$ cat config.mk
export PLATFORM = sky130hd
export DESIGN_NAME = uart_frame_ctrl
export DESIGN_NICKNAME = d
export VERILOG_FILES = /design/src/rtl/uart_frame_pkg.sv /design/src/rtl/uart_frame_ser.sv /design/src/rtl/uart_frame_ctrl.sv
export SDC_FILE = /design/constraint.sdc
export NUM_CORES = 1
export LEC_CHECK = 0
export CAP_MARGIN = 0
export CORE_MARGIN = 2
export CORE_UTILIZATION = 60
export DETAILED_ROUTE_END_ITERATION = 8
export GPL_TIMING_DRIVEN = 0
export PLACE_DENSITY = 0.85
export SETUP_SLACK_MARGIN = 0.1
export SYNTH_ARGS = -nofsm -noshare
export SYNTH_HDL_FRONTEND = slang
export SYNTH_HIERARCHICAL = 1
export SYNTH_SLANG_ARGS = --single-unit
$ cat constraint.sdc
create_clock -name clk -period 5.85 [get_ports clk]
set_clock_uncertainty 0.15 [all_clocks]
set_input_delay 0.585 -clock clk [delete_from_list [all_inputs] [get_ports clk]]
set_output_delay 0.585 -clock clk [all_outputs]
set_load 0.01 [all_outputs]
$ cat src/rtl/uart_frame_pkg.sv
// uart_frame_pkg: shared FSM encoding, default frame markers and checksum helper
package uart_frame_pkg;
  localparam int CHK_W = 8;
  localparam logic [7:0] DEF_START = 8'hA5;
  localparam logic [7:0] DEF_STOP = 8'h5A;
  localparam logic [3:0] S_IDLE = 4'd0, S_RX_SEL = 4'd1, S_RX_DATA = 4'd2, S_RX_CHK = 4'd3,
    S_RX_STOP = 4'd4, S_WAIT_TX = 4'd5, S_TX_START = 4'd6, S_TX_SEL = 4'd7,
    S_TX_DATA = 4'd8, S_TX_CHK = 4'd9, S_TX_STOP = 4'd10;
  function automatic logic [CHK_W-1:0] xor_bytes(input logic [63:0] v);
    logic [CHK_W-1:0] r;
    r = '0;
    for (int i = 0; i < 8; i++) r = r ^ v[8*i +: 8];
    return r;
  endfunction
endpackage

$ cat src/rtl/uart_frame_ser.sv
// uart_frame_ser: holds up to NB bytes and presents them MSB first on a valid/ready byte port
module uart_frame_ser #(
  parameter int NB = 4
) (
  input  logic                    clk,
  input  logic                    rst,
  input  logic                    load_i,
  input  logic [8*NB-1:0]         data_i,
  input  logic [$clog2(NB+1)-1:0] nbytes_i,
  output logic [7:0]              tx_byte_o,
  output logic                    tx_valid_o,
  input  logic                    tx_ready_i,
  output logic                    empty_o,
  output logic                    last_o
);
  localparam int CW = $clog2(NB+1);
  logic [8*NB-1:0] hold_q, hold_d;
  logic [CW-1:0] cnt_q, cnt_d;
  logic acc;
  assign tx_valid_o = cnt_q != '0;
  assign tx_byte_o = hold_q[8*NB-1 -: 8];
  assign empty_o = ~tx_valid_o;
  assign acc = tx_valid_o & tx_ready_i;
  assign last_o = acc & (cnt_q == CW'(1));
  always_comb begin
    hold_d = (load_i && empty_o) ? data_i : acc ? hold_q << 8 : hold_q;
    cnt_d = (load_i && empty_o) ? nbytes_i : acc ? cnt_q - CW'(1) : cnt_q;
  end
  always_ff @(posedge clk or posedge rst)
    if (rst) begin
      hold_q <= '0;
      cnt_q <= '0;
    end else begin
      hold_q <= hold_d;
      cnt_q <= cnt_d;
    end
endmodule

$ cat src/rtl/uart_frame_ctrl.sv
// uart_frame_ctrl: receives a framed block of complex samples over a byte UART and
// returns a framed block of result coefficients
module uart_frame_ctrl import uart_frame_pkg::*; #(
  parameter int         SAMPLE_BYTES = 2,
  parameter int         LOG2_MAX_N   = 5,
  parameter logic [7:0] START_BYTE   = DEF_START,
  parameter logic [7:0] STOP_BYTE    = DEF_STOP,
  parameter int         TIMEOUT_CYC  = 1_000_000,
  localparam int        W            = 8*SAMPLE_BYTES
) (
  input  logic                  clk,
  input  logic                  rst,
  input  logic [7:0]            rx_byte_i,
  input  logic                  rx_valid_i,
  output logic [7:0]            tx_byte_o,
  output logic                  tx_valid_o,
  input  logic                  tx_ready_i,
  output logic [W-1:0]          sample_re_o,
  output logic [W-1:0]          sample_im_o,
  output logic [LOG2_MAX_N-1:0] sample_idx_o,
  output logic                  sample_valid_o,
  output logic [LOG2_MAX_N:0]   n_points_o,
  output logic                  rx_done_o,
  output logic                  rx_error_o,
  input  logic                  tx_start_i,
  input  logic [W-1:0]          coeff_re_i,
  input  logic [W-1:0]          coeff_im_i,
  input  logic                  coeff_valid_i,
  output logic                  coeff_ready_o,
  output logic                  tx_done_o,
  output logic                  busy_o
);
  localparam int NB = 2*SAMPLE_BYTES;
  localparam int BW = $clog2(NB);
  localparam int CW = $clog2(NB+1);
  localparam int TW = $clog2(TIMEOUT_CYC+1);
  localparam int NW = LOG2_MAX_N+1;
  localparam logic [8*NB-9:0] PAD = '0;
  logic [3:0] st_q, st_d;
  logic [7:0] k_q, k_d;
  logic [NW-1:0] n_q, n_d;
  logic [LOG2_MAX_N-1:0] scnt_q, scnt_d, sidx_q, sidx_d;
  logic [BW-1:0] bcnt_q, bcnt_d;
  logic [2*W-9:0] sh_q, sh_d;
  logic [W-1:0] re_q, re_d, im_q, im_d;
  logic [CHK_W-1:0] chk_q, chk_d, txc_q, txc_d;
  logic [TW-1:0] tmo_q, tmo_d;
  logic sv_q, sv_d, done_q, done_d, err_q, err_d;
  logic [2*W-1:0] full;
  logic rx_act, tmo_hit, last_s, hs;
  logic ser_ld, ser_empty, ser_last;
  logic [8*NB-1:0] ser_data;
  logic [CW-1:0] ser_nb;
  assign full = {sh_q, rx_byte_i};
  assign rx_act = st_q >= S_RX_SEL && st_q <= S_RX_STOP;
  assign tmo_hit = rx_act & ~rx_valid_i & (tmo_q == TW'(TIMEOUT_CYC-1));
  assign last_s = {1'b0, scnt_q} == n_q - NW'(1);
  assign coeff_ready_o = (st_q == S_TX_DATA) & ser_empty;
  assign hs = coeff_valid_i & coeff_ready_o;
  assign tx_done_o = (st_q == S_TX_STOP) & ser_last;
  assign busy_o = st_q != S_IDLE;
  assign sample_re_o = re_q;
  assign sample_im_o = im_q;
  assign sample_idx_o = sidx_q;
  assign sample_valid_o = sv_q;
  assign n_points_o = n_q;
  assign rx_done_o = done_q;
  assign rx_error_o = err_q;
  always_comb begin
    st_d = st_q;
    k_d = k_q;
    n_d = n_q;
    scnt_d = scnt_q;
    bcnt_d = bcnt_q;
    sh_d = sh_q;
    re_d = re_q;
    im_d = im_q;
    sidx_d = sidx_q;
    chk_d = chk_q;
    txc_d = txc_q;
    sv_d = 1'b0;
    done_d = 1'b0;
    err_d = 1'b0;
    ser_ld = 1'b0;
    ser_data = '0;
    ser_nb = CW'(1);
    tmo_d = (rx_act && !rx_valid_i) ? tmo_q + TW'(1) : '0;
    case (st_q)
      S_IDLE: if (rx_valid_i && rx_byte_i == START_BYTE) begin
        st_d = S_RX_SEL;
        chk_d = '0;
      end
      S_RX_SEL: if (rx_valid_i) begin
        if (rx_byte_i >= 8'd3 && rx_byte_i <= 8'(LOG2_MAX_N)) begin
          st_d = S_RX_DATA;
          k_d = rx_byte_i;
          n_d = NW'(1) << rx_byte_i;
          chk_d = rx_byte_i;
          scnt_d = '0;
          bcnt_d = '0;
        end else begin
          st_d = S_IDLE;
          err_d = 1'b1;
        end
      end
      S_RX_DATA: if (rx_valid_i) begin
        chk_d = chk_q ^ rx_byte_i;
        sh_d = full[2*W-9:0];
        bcnt_d = bcnt_q + BW'(1);
        if (bcnt_q == BW'(NB-1)) begin
          bcnt_d = '0;
          re_d = full[2*W-1:W];
          im_d = full[W-1:0];
          sidx_d = scnt_q;
          sv_d = 1'b1;
          scnt_d = scnt_q + 1'b1;
          st_d = last_s ? S_RX_CHK : S_RX_DATA;
        end
      end
      S_RX_CHK: if (rx_valid_i) begin
        st_d = rx_byte_i == chk_q ? S_RX_STOP : S_IDLE;
        err_d = rx_byte_i != chk_q;
      end
      S_RX_STOP: if (rx_valid_i) begin
        st_d = rx_byte_i == STOP_BYTE ? S_WAIT_TX : S_IDLE;
        done_d = rx_byte_i == STOP_BYTE;
        err_d = rx_byte_i != STOP_BYTE;
      end
      S_WAIT_TX: if (tx_start_i) st_d = S_TX_START;
      S_TX_START: begin
        ser_ld = 1'b1;
        ser_data = {START_BYTE, PAD};
        txc_d = k_q;
        if (ser_last) st_d = S_TX_SEL;
      end
      S_TX_SEL: begin
        ser_ld = 1'b1;
        ser_data = {k_q, PAD};
        scnt_d = '0;
        if (ser_last) st_d = S_TX_DATA;
      end
      S_TX_DATA: begin
        ser_ld = hs;
        ser_data = {coeff_re_i, coeff_im_i};
        ser_nb = CW'(NB);
        if (hs) txc_d = txc_q ^ xor_bytes(64'(coeff_re_i)) ^ xor_bytes(64'(coeff_im_i));
        if (ser_last) begin
          scnt_d = scnt_q + 1'b1;
          st_d = last_s ? S_TX_CHK : S_TX_DATA;
        end
      end
      S_TX_CHK: begin
        ser_ld = 1'b1;
        ser_data = {txc_q, PAD};
        if (ser_last) st_d = S_TX_STOP;
      end
      S_TX_STOP: begin
        ser_ld = 1'b1;
        ser_data = {STOP_BYTE, PAD};
        if (ser_last) st_d = S_IDLE;
      end
      default: st_d = S_IDLE;
    endcase
    if (tmo_hit) begin
      st_d = S_IDLE;
      err_d = 1'b1;
    end
  end
  always_ff @(posedge clk or posedge rst)
    if (rst) begin
      st_q <= S_IDLE;
      k_q <= '0;
      n_q <= '0;
      scnt_q <= '0;
      bcnt_q <= '0;
      sh_q <= '0;
      re_q <= '0;
      im_q <= '0;
      sidx_q <= '0;
      chk_q <= '0;
      txc_q <= '0;
      tmo_q <= '0;
      sv_q <= 1'b0;
      done_q <= 1'b0;
      err_q <= 1'b0;
    end else begin
      st_q <= st_d;
      k_q <= k_d;
      n_q <= n_d;
      scnt_q <= scnt_d;
      bcnt_q <= bcnt_d;
      sh_q <= sh_d;
      re_q <= re_d;
      im_q <= im_d;
      sidx_q <= sidx_d;
      chk_q <= chk_d;
      txc_q <= txc_d;
      tmo_q <= tmo_d;
      sv_q <= sv_d;
      done_q <= done_d;
      err_q <= err_d;
    end
  uart_frame_ser #(.NB(NB)) u_ser (
    .clk(clk),
    .rst(rst),
    .load_i(ser_ld),
    .data_i(ser_data),
    .nbytes_i(ser_nb),
    .tx_byte_o(tx_byte_o),
    .tx_valid_o(tx_valid_o),
    .tx_ready_i(tx_ready_i),
    .empty_o(ser_empty),
    .last_o(ser_last)
  );
endmodule

-- Word level (Yosys, flattened, before mapping)
Cells that the tools add are included.
- bits in latches: 0
- ROM bits: 0
- flip-flop bits (word level): 160
- word-level logic and storage cells: 158
- bits in writable memories: 0
- memories kept: 0
- input bits: 46
- shift-type cells: 1
- div/mod/pow operators: 0
- magnitude comparators: 4
- reductions and logical operators: 23
- bitwise operators: 14
- add/sub/neg operators: 5
- muxes and demuxes: 56
- equality and inequality tests: 38
- multiply operators: 0
- operator list (cell ; count):
    32-bit case mux with 5 select lines ; 1
    32-bit two-way mux ; 2
    4-bit two-way mux ; 13
    4-bit case mux with 11 select lines ; 1
    8-bit two-way mux ; 5
    8-bit XOR ; 5
    3-bit != test, second input constant ; 12
    5-bit two-way mux ; 5
    8-bit case mux with 3 select lines ; 1
    20-bit by 1-bit adder with 20-bit output, second input constant ; 1
    20-bit equality test, second input constant ; 1
    20-bit two-way mux ; 1
    5-bit case mux with 4 select lines ; 1
    4-bit by 3-bit equality test with 1-bit output, second input constant ; 4
    8-bit case mux with 2 select lines ; 1
    3-bit two-way mux ; 5
    2-bit != test, second input constant ; 7
    4-bit equality test, second input constant ; 3
    1-bit two-way mux ; 12
    12-bit AND reduction ; 1
    2-bit two-way mux ; 5
    4-bit by 2-bit equality test with 1-bit output, second input constant ; 2
    8-bit by 7-bit equality test with 1-bit output, second input constant ; 1
    8-bit equality test ; 1
    other kinds (33) ; 50

-- Logic depth before layout (Yosys ltp)
Gate-level depths: netlist of the first run.
- word-level depth: 7
- gate-level depth with buffers: 14
- depth with buffers taken out: 9

-- Modules after synthesis
Netlist of the first run, hierarchy kept.
- modules (own cells, without submodules) (module ; area each (um^2) ; cells each ; times used):
    uart_frame_ctrl ; 6661.4 ; 641 ; 1
    uart_frame_ser ; 1657.8 ; 132 ; 1

-- Least setup slack after synthesis of the first run
No wires, ideal clock.
- path kind: reg-to-reg
- start point: reg u_ser.cnt_q[0]
- end point: reg u_ser.cnt_q[1]
- setup slack: 3.159 ns
- stages on the path, launching flop included: 15
- arrival: 2.474 ns
- library setup time: 0.067 ns
- data required time: 5.633 ns
- cells stage by stage: dfrtp_1 -> inv_1 -> ha_1 -> nor2b_1 -> buf_4 -> clkbuf_1 -> a21oi_1 -> o21a_1 -> o21ai_0 -> and3b_1 -> buf_2 -> a21o_1 -> buf_6 -> buf_6 -> o221a_1
- cells in the longest elaborated chain, start to end: 7
- ends and longest elaborated chain (element ; line ; source):
    from (decl) ; uart_frame_ser.sv:18 ; logic [CW-1:0] cnt_q, cnt_d;
    from (signal assigned) ; uart_frame_ser.sv:35 ; cnt_q <= cnt_d;
    3-bit nonzero test * ; uart_frame_ser.sv:20 ; assign tx_valid_o = cnt_q != '0;
    1-bit NOT * ; uart_frame_ser.sv:22 ; assign empty_o = ~tx_valid_o;
    via ser_empty ; uart_frame_ctrl.sv:51 ; logic ser_ld, ser_empty, ser_last;
    1-bit bitwise AND * ; uart_frame_ctrl.sv:58 ; assign coeff_ready_o = (st_q == S_TX_DATA) & ser_empty;
    1-bit bitwise AND * ; uart_frame_ctrl.sv:59 ; assign hs = coeff_valid_i & coeff_ready_o;
    1-bit case mux with 2 select lines * ; uart_frame_ctrl.sv:88 ; case (st_q)
    via ser_ld ; uart_frame_ctrl.sv:51 ;
    1-bit logical AND * ; uart_frame_ser.sv:27 ; cnt_d = (load_i && empty_o) ? nbytes_i : acc ? cnt_q - CW'(1) : cnt_q;
    3-bit two-way mux / 2-bit nonzero test (equally long branches) ; n/a ;
The timed path passes the listed nets; every way through them passes the cells marked *. The select of a mux whose other input is x is not followed.
A chain may end at the register's enable or synchronous reset.

-- Worst setup path after layout of the first run
- start point: in tx_ready_i
- end point: out tx_done_o
- cells in the longest elaborated chain, start to end: 3
- ends and longest elaborated chain (element ; line ; source):
    from (decl) ; uart_frame_ctrl.sv:17 ; input logic tx_ready_i,
    1-bit bitwise AND ; uart_frame_ser.sv:23 ; assign acc = tx_valid_o & tx_ready_i;
    1-bit bitwise AND ; uart_frame_ser.sv:24 ; assign last_o = acc & (cnt_q == CW'(1));
    via ser_last ; uart_frame_ctrl.sv:51 ;
    1-bit bitwise AND ; uart_frame_ctrl.sv:60 ; assign tx_done_o = (st_q == S_TX_STOP) & ser_last;
    to (decl) ; uart_frame_ctrl.sv:30 ; output logic tx_done_o,
The timed path passes the listed nets, and every way through them passes these cells.

==> results of run 1 <==
==> worst max-delay path by stage <==
stage	end	slack (ns)	startpoint	cells past startpoint
after CTS	tx_done_o	1.72	tx_ready_i	7
after global routing	tx_done_o	1.55	tx_ready_i	7
after detailed placement	tx_done_o	1.72	tx_ready_i	7
final	tx_done_o	1.60	tx_ready_i	7
after global placement	sample_idx_o[1]$_DFFE_PP0P_	0.20	rst	2
after floorplan	bcnt_q[0]$_DFFE_PP0P_	1.79	rst	1
==> worst max-delay path, delay by kind of cell <==
family	cells	cell delay [ns]
buf+inv	4	1.61
simple gates	3	1.30
==> synthesized netlist by cell type, types with 12 or more instances <==
library cell	number	area, µm²
buf_2	19	95.1
or3_1	27	169
o21ai_0	48	240
dfrtp_1	160	4000
clkbuf_1	17	63.8
inv_1	17	63.8
o221a_1	26	293
nor2_1	58	218
xnor2_1	48	420
xor2_1	17	149
mux2_4	19	285
mux2_2	43	484
buf_4	12	90.1
and3_1	34	213
nand3_1	23	115
nand2_1	49	184
==> state kept, by name (all words and copies together) (netlist names), 6 cells and up <==
| name | count |
|---|---|
| chk_q | 8 |
| k_q | 8 |
| n_points_o | 6 |
| sample_im_o | 16 |
| sample_re_o | 16 |
| sh_q | 24 |
| tmo_q | 20 |
| txc_q | 8 |
| u_ser/hold_q | 32 |
==> power by group <==
part           internal (µW)  switching (µW)  total [µW]
combinational            821             891        1710
sequential              1410             227        1640
clock                    650             476        1130
total                   2880            1590        4480
==> logic make-up after synthesis <==
| family | count (synthesis) | synth area share |
|---|---|---|
| compound gates | 138 | 0.125 |
| xor+xnor | 65 | 0.0684 |
| fa+ha+maj | 7 | 0.0105 |
| buf+inv | 73 | 0.0469 |
| flops | 160 | 0.481 |
| mux | 71 | 0.103 |
| other cells | 1 | 0.000451 |
| simple gates | 258 | 0.164 |
==> layer usage <==
layer  global-route usage  vias to the layer above
met3               0.0641                       47
met5                    0                        -
met2                0.504                      281
li1                     -                     3014
met1                0.403                     3295
met4               0.0941                        0
==> layout make-up <==
class,instances,area (µm²)
clock buffer,19,443
timing repair buffer,99,1010
buffer,54,317
fill,921,3570
sequential,160,4000
clock inverter,13,153
tap,180,225
multi-input combinational,540,3930
inverter,19,78.8
==> metrics by stage <==
| stage | total power [µW] | hold WS [ns] |
|---|---|---|
| finish | 4480 | 0.340 |
| global route | 4700 | 0.341 |
| CTS | 4460 | 0.332 |
| detailed placement | 3320 | 0.330 |
| global placement | 3240 | 0.329 |
| floorplan | 2720 | 0.309 |
==> run metrics, run 1 <==
crit-path cells=clkdlybuf4s50_1, inv_2, clkbuf_1, nor4b_1, nand2_1, nor2_1, clkdlybuf4s50_1; gr ovfl total=0; final worst-path setup slack=1.60 ns; Netlist cell types=70; Mapped Area=0.00832 mm²; arrival time worst endpoint=3.51 ns; Max Slew Vio Count=0; leakage=0.00455 µW; io pins=104; Max Cap Viol=0; number of setup violations in the final report=0; Most Frequent Cell on Critical Path=clkdlybuf4s50_1; Placed Instance Area=0.00956 mm²; Antenna Violating Nets Remaining=0; CP max FO=10; Total Wirelength=21.6 mm; root buffer cell=clkbuf_16; CTS clock-pin slew for the worst setup and hold paths=0.06 ns; worst slack, placed=1.72 ns; vias in the first global route=6,804; final core occ=0.740; R2R depth=14; maximum level of the CTS H-tree=4; starting density of the core=0.606; gr usage total=0.304; DR WL/cell=20.0 µm; sequential fraction of the synthesis area=0.481; Hold Path Class=in -> reg; die width=122 µm; Rel. slew slack=0.301; CP required=5.12 ns; R2R Setup Slk=2.26 ns; Synthesis Warnings=6; Post-synth EDFFs=0; drt pass-1 iters=7; routed length on met3=1.48 mm; RD Place Congestion=0.885; Hold Path End=k_q[2]$_DFFE_PP0P_; Max clock buf depth=2; Max rail drop VDD=0.000342 V; P&R area growth vs syn=22.0%; Inserted Clock Buffers=17; Port Buffer Count=98; Worst-Margin Slew=1.03 ns; worst stage delay on the critical path=0.90 ns; initial drt markers=620; pin count of the biggest net entering global routing=107; Fmax=235 MHz; M1 WL=8.92 mm; kind of start point of the critical path=input port; Tcrit/Tclk final=0.726; dominant synthesized flop cell=dfrtp_1; Power Dens Cells=441 mW/mm²; #FFs+latches synth=160; initial antenna violation count=0; Setup TNS=0 ns; Row Count=43; design area=0.0102 mm²; failing checks=DRC; post-CTS setup buffers=0; Final Net Count=944; r2r endpoint=u_ser/hold_q[22]$_DFFE_PP0P_; DP Cell Count=1,052; DRC viols=1; RSZ-0062 raised after global routing=no; CTS tree=built; Hold Path Stages=3; final hold viol count=0; Synth Instances=773; vias=6,637; CTS resizes=0; min cycle time layout=4.25 ns; outcome=finished with violations; syn nets=826; dpl hpwl=15.0 mm; commonest non-fill, non-tap cell in the layout=dfrtp_1; Post-synth ARST share=1.00; TritonCTS Sinks=160; Critical Path End Type=output pin; slowest CP cell=nor4b_1; Die Y=122 µm; Die Footprint=0.0148 mm²; proportion of layout cells with a drive suffix above 1=0.164; hold_buf cts=0; clock latency on the worst-skew pair=0.43 ns; Top Layer Used=met4; n_diodes=0; min-delay src=rx_byte_i[2]; Vias/cell=6.12; met2 routed WL=10.8 mm; syn avg cell area=10.8 µm²; Core Box Area=0.0137 mm²; filler-free cell count of the finished design=1,084; FF-to-FF Start=u_ser/cnt_q[1]$_DFFE_PP0P_; crit path kind=in -> out; leading cell types in the layout, fill and taps excluded=160 x dfrtp_1, 98 x clkdlybuf4s50_1, 58 x nor2_1, 49 x nand2_1; first-pass GRT wire length=34.6 mm
Note: power is estimated with default switching activity, not from simulation.
==> inputs of run 2 (changes only) <==
--- a/config.mk
+++ b/config.mk
@@ -7,10 +7,10 @@
 export LEC_CHECK = 0
 export CAP_MARGIN = 0
 export CORE_MARGIN = 2
-export CORE_UTILIZATION = 60
+export CORE_UTILIZATION = 51
 export DETAILED_ROUTE_END_ITERATION = 8
 export GPL_TIMING_DRIVEN = 0
-export PLACE_DENSITY = 0.85
+export PLACE_DENSITY = 0.77
 export SETUP_SLACK_MARGIN = 0.1
 export SYNTH_ARGS = -nofsm -noshare
 export SYNTH_HDL_FRONTEND = slang
==> constraint.sdc (replaced) <==
create_clock -name clk -period 3.6 [get_ports clk]
set_clock_uncertainty 0.15 [all_clocks]
set_input_delay 0.36 -clock clk [delete_from_list [all_inputs] [get_ports clk]]
set_output_delay 0.36 -clock clk [all_outputs]
set_load 0.01 [all_outputs]
==> run metrics, run 2 (synthesized netlist as in run 1, its figures left out) <==
outcome=completed; Antenna Violating Nets Remaining=0; Rel. slew slack=0.462; hold_buf cts=0; Fmax=299 MHz; io pins=104; vias=6,502; final worst-path setup slack=0.251 ns; leading cell types in the layout, fill and taps excluded=160 x dfrtp_1, 98 x clkdlybuf4s50_1, 58 x nor2_1, 49 x nand2_1, 48 x xnor2_1; Die Footprint=0.0174 mm²; CP max FO=10; Core Box Area=0.0159 mm²; P&R area growth vs syn=22.7%; DR WL/cell=18.1 µm; proportion of layout cells with a drive suffix above 1=0.169; first-pass GRT wire length=33.9 mm; CTS clock-pin slew for the worst setup and hold paths=0.07 ns; arrival time worst endpoint=2.84 ns; Hold Path Class=in -> reg; Setup TNS=0 ns; max reg flops=32; RD Place Congestion=0.893; gr usage total=0.244; clock latency on the worst-skew pair=0.43 ns; Vias/cell=5.80; n_diodes=0; number of setup violations in the final report=0; Top Registers=u_ser/hold_q (32), sh_q (24), tmo_q (20); commonest non-fill, non-tap cell in the layout=dfrtp_1; final hold viol count=0; Die Y=132 µm; most flop-heavy register=u_ser/hold_q; initial antenna violation count=0; crit path kind=in -> out; min cycle time layout=3.35 ns; drt pass-1 iters=5; CP required=3.09 ns; initial drt markers=487; power consumption=7120 µW; Total Wirelength=20.3 mm; dpl hpwl=14.5 mm; Final Net Count=946; Max clock buf depth=2; die width=132 µm; Inserted Clock Buffers=17; RSZ-0062 raised after global routing=no; final core occ=0.640; post-CTS setup buffers=0; Row Count=46; pin count of the biggest net entering global routing=44; DRC viols=0; worst slack, placed=-0.0527 ns; Worst-Margin Slew=0.806 ns; TritonCTS Sinks=160; kind of start point of the critical path=input port; leakage=0.00456 µW; root buffer cell=clkbuf_16; Critical Path End Type=output pin; starting density of the core=0.522; gr ovfl total=0; Max rail drop VDD=0.000469 V; Max Slew Vio Count=0; Port Buffer Count=98; Hold Slack=0.118 ns; vias in the first global route=6,514; Tcrit/Tclk final=0.930; Power Dens Cells=698 mW/mm²; Max Cap Viol=0; maximum level of the CTS H-tree=4; CTS tree=built
[run 2: cell count changes in the layout (fill, tap and decap cells not counted), sizes merged]
cell	before	now
inv	25	28
buf	38	40
bufinv	2	0
clkbuf	36	34
clkinv	2	4
clkinvlp	3	2
[run 2: final timing paths]
path / endpoint / cells past startpoint / slack (ns) / startpoint
worst min register to register: u_ser/hold_q[3]$_DFFE_PP0P_ / 1 / 0.35 / u_ser/hold_q[3]$_DFFE_PP0P_
max in group asynchronous: u_ser/hold_q[25]$_DFFE_PP0P_ / 2 / 2.47 / rst
worst max register to register: u_ser/hold_q[16]$_DFFE_PP0P_ / 14 / 0.43 / u_ser/cnt_q[0]$_DFFE_PP0P_
worst min-delay path: k_q[2]$_DFFE_PP0P_ / 3 / 0.12 / rx_byte_i[2]
worst max-delay path: tx_done_o / 7 / 0.25 / tx_ready_i
min in group asynchronous: tmo_q[16]$_DFF_PP0_ / 2 / 0.19 / rst
[run 2: metal layers]
layer  GRT usage  vias up  share of wire
met5           0        -              0
met4      0.0803        0          0.018
met3      0.0451       28          0.060
met2       0.385      234           0.48
met1       0.341     3231           0.44
li1            -     3009              -
[run 2: metrics by stage]
| stage | instances | cell area (µm²) |
|---|---|---|
| after floorplan | 773 | 8320 |
| after global placement | 1087 | 9570 |
| after global routing | 1122 | 10200 |
| after CTS | 1122 | 10200 |
| final | 1122 | 10200 |
| after detailed placement | 1090 | 9630 |
[run 2: where the power goes]
group	internal [µW]	switching (µW)
Sequential	2300	350
Combinational	1340	1410
Clock	917	816
Total	4550	2570
[run 2: layout make-up]
type / instances / area, µm²
buffer: 54 / 318
timing repair buffer: 101 / 1040
tap: 216 / 270
multi-input combinational: 540 / 3930
clock buffer: 17 / 425
clock inverter: 15 / 140
sequential: 160 / 4000
fill: 1301 / 5740
inverter: 19 / 77.6
[run 2: timing repair]
item / CTS / global route
setup endpoints to repair: 1 / 34
hold endpoints to repair: 0 / 0
resized for setup: 1 / 3
[run 2: worst max-delay path, cell delays in order]
cell             delay [ns]
clkdlybuf4s50_1        0.63
inv_2                  0.14
clkbuf_1               0.27
nor4b_2                0.51
nand2_1                0.18
nor2_1                 0.18
clkdlybuf4s50_1        0.57
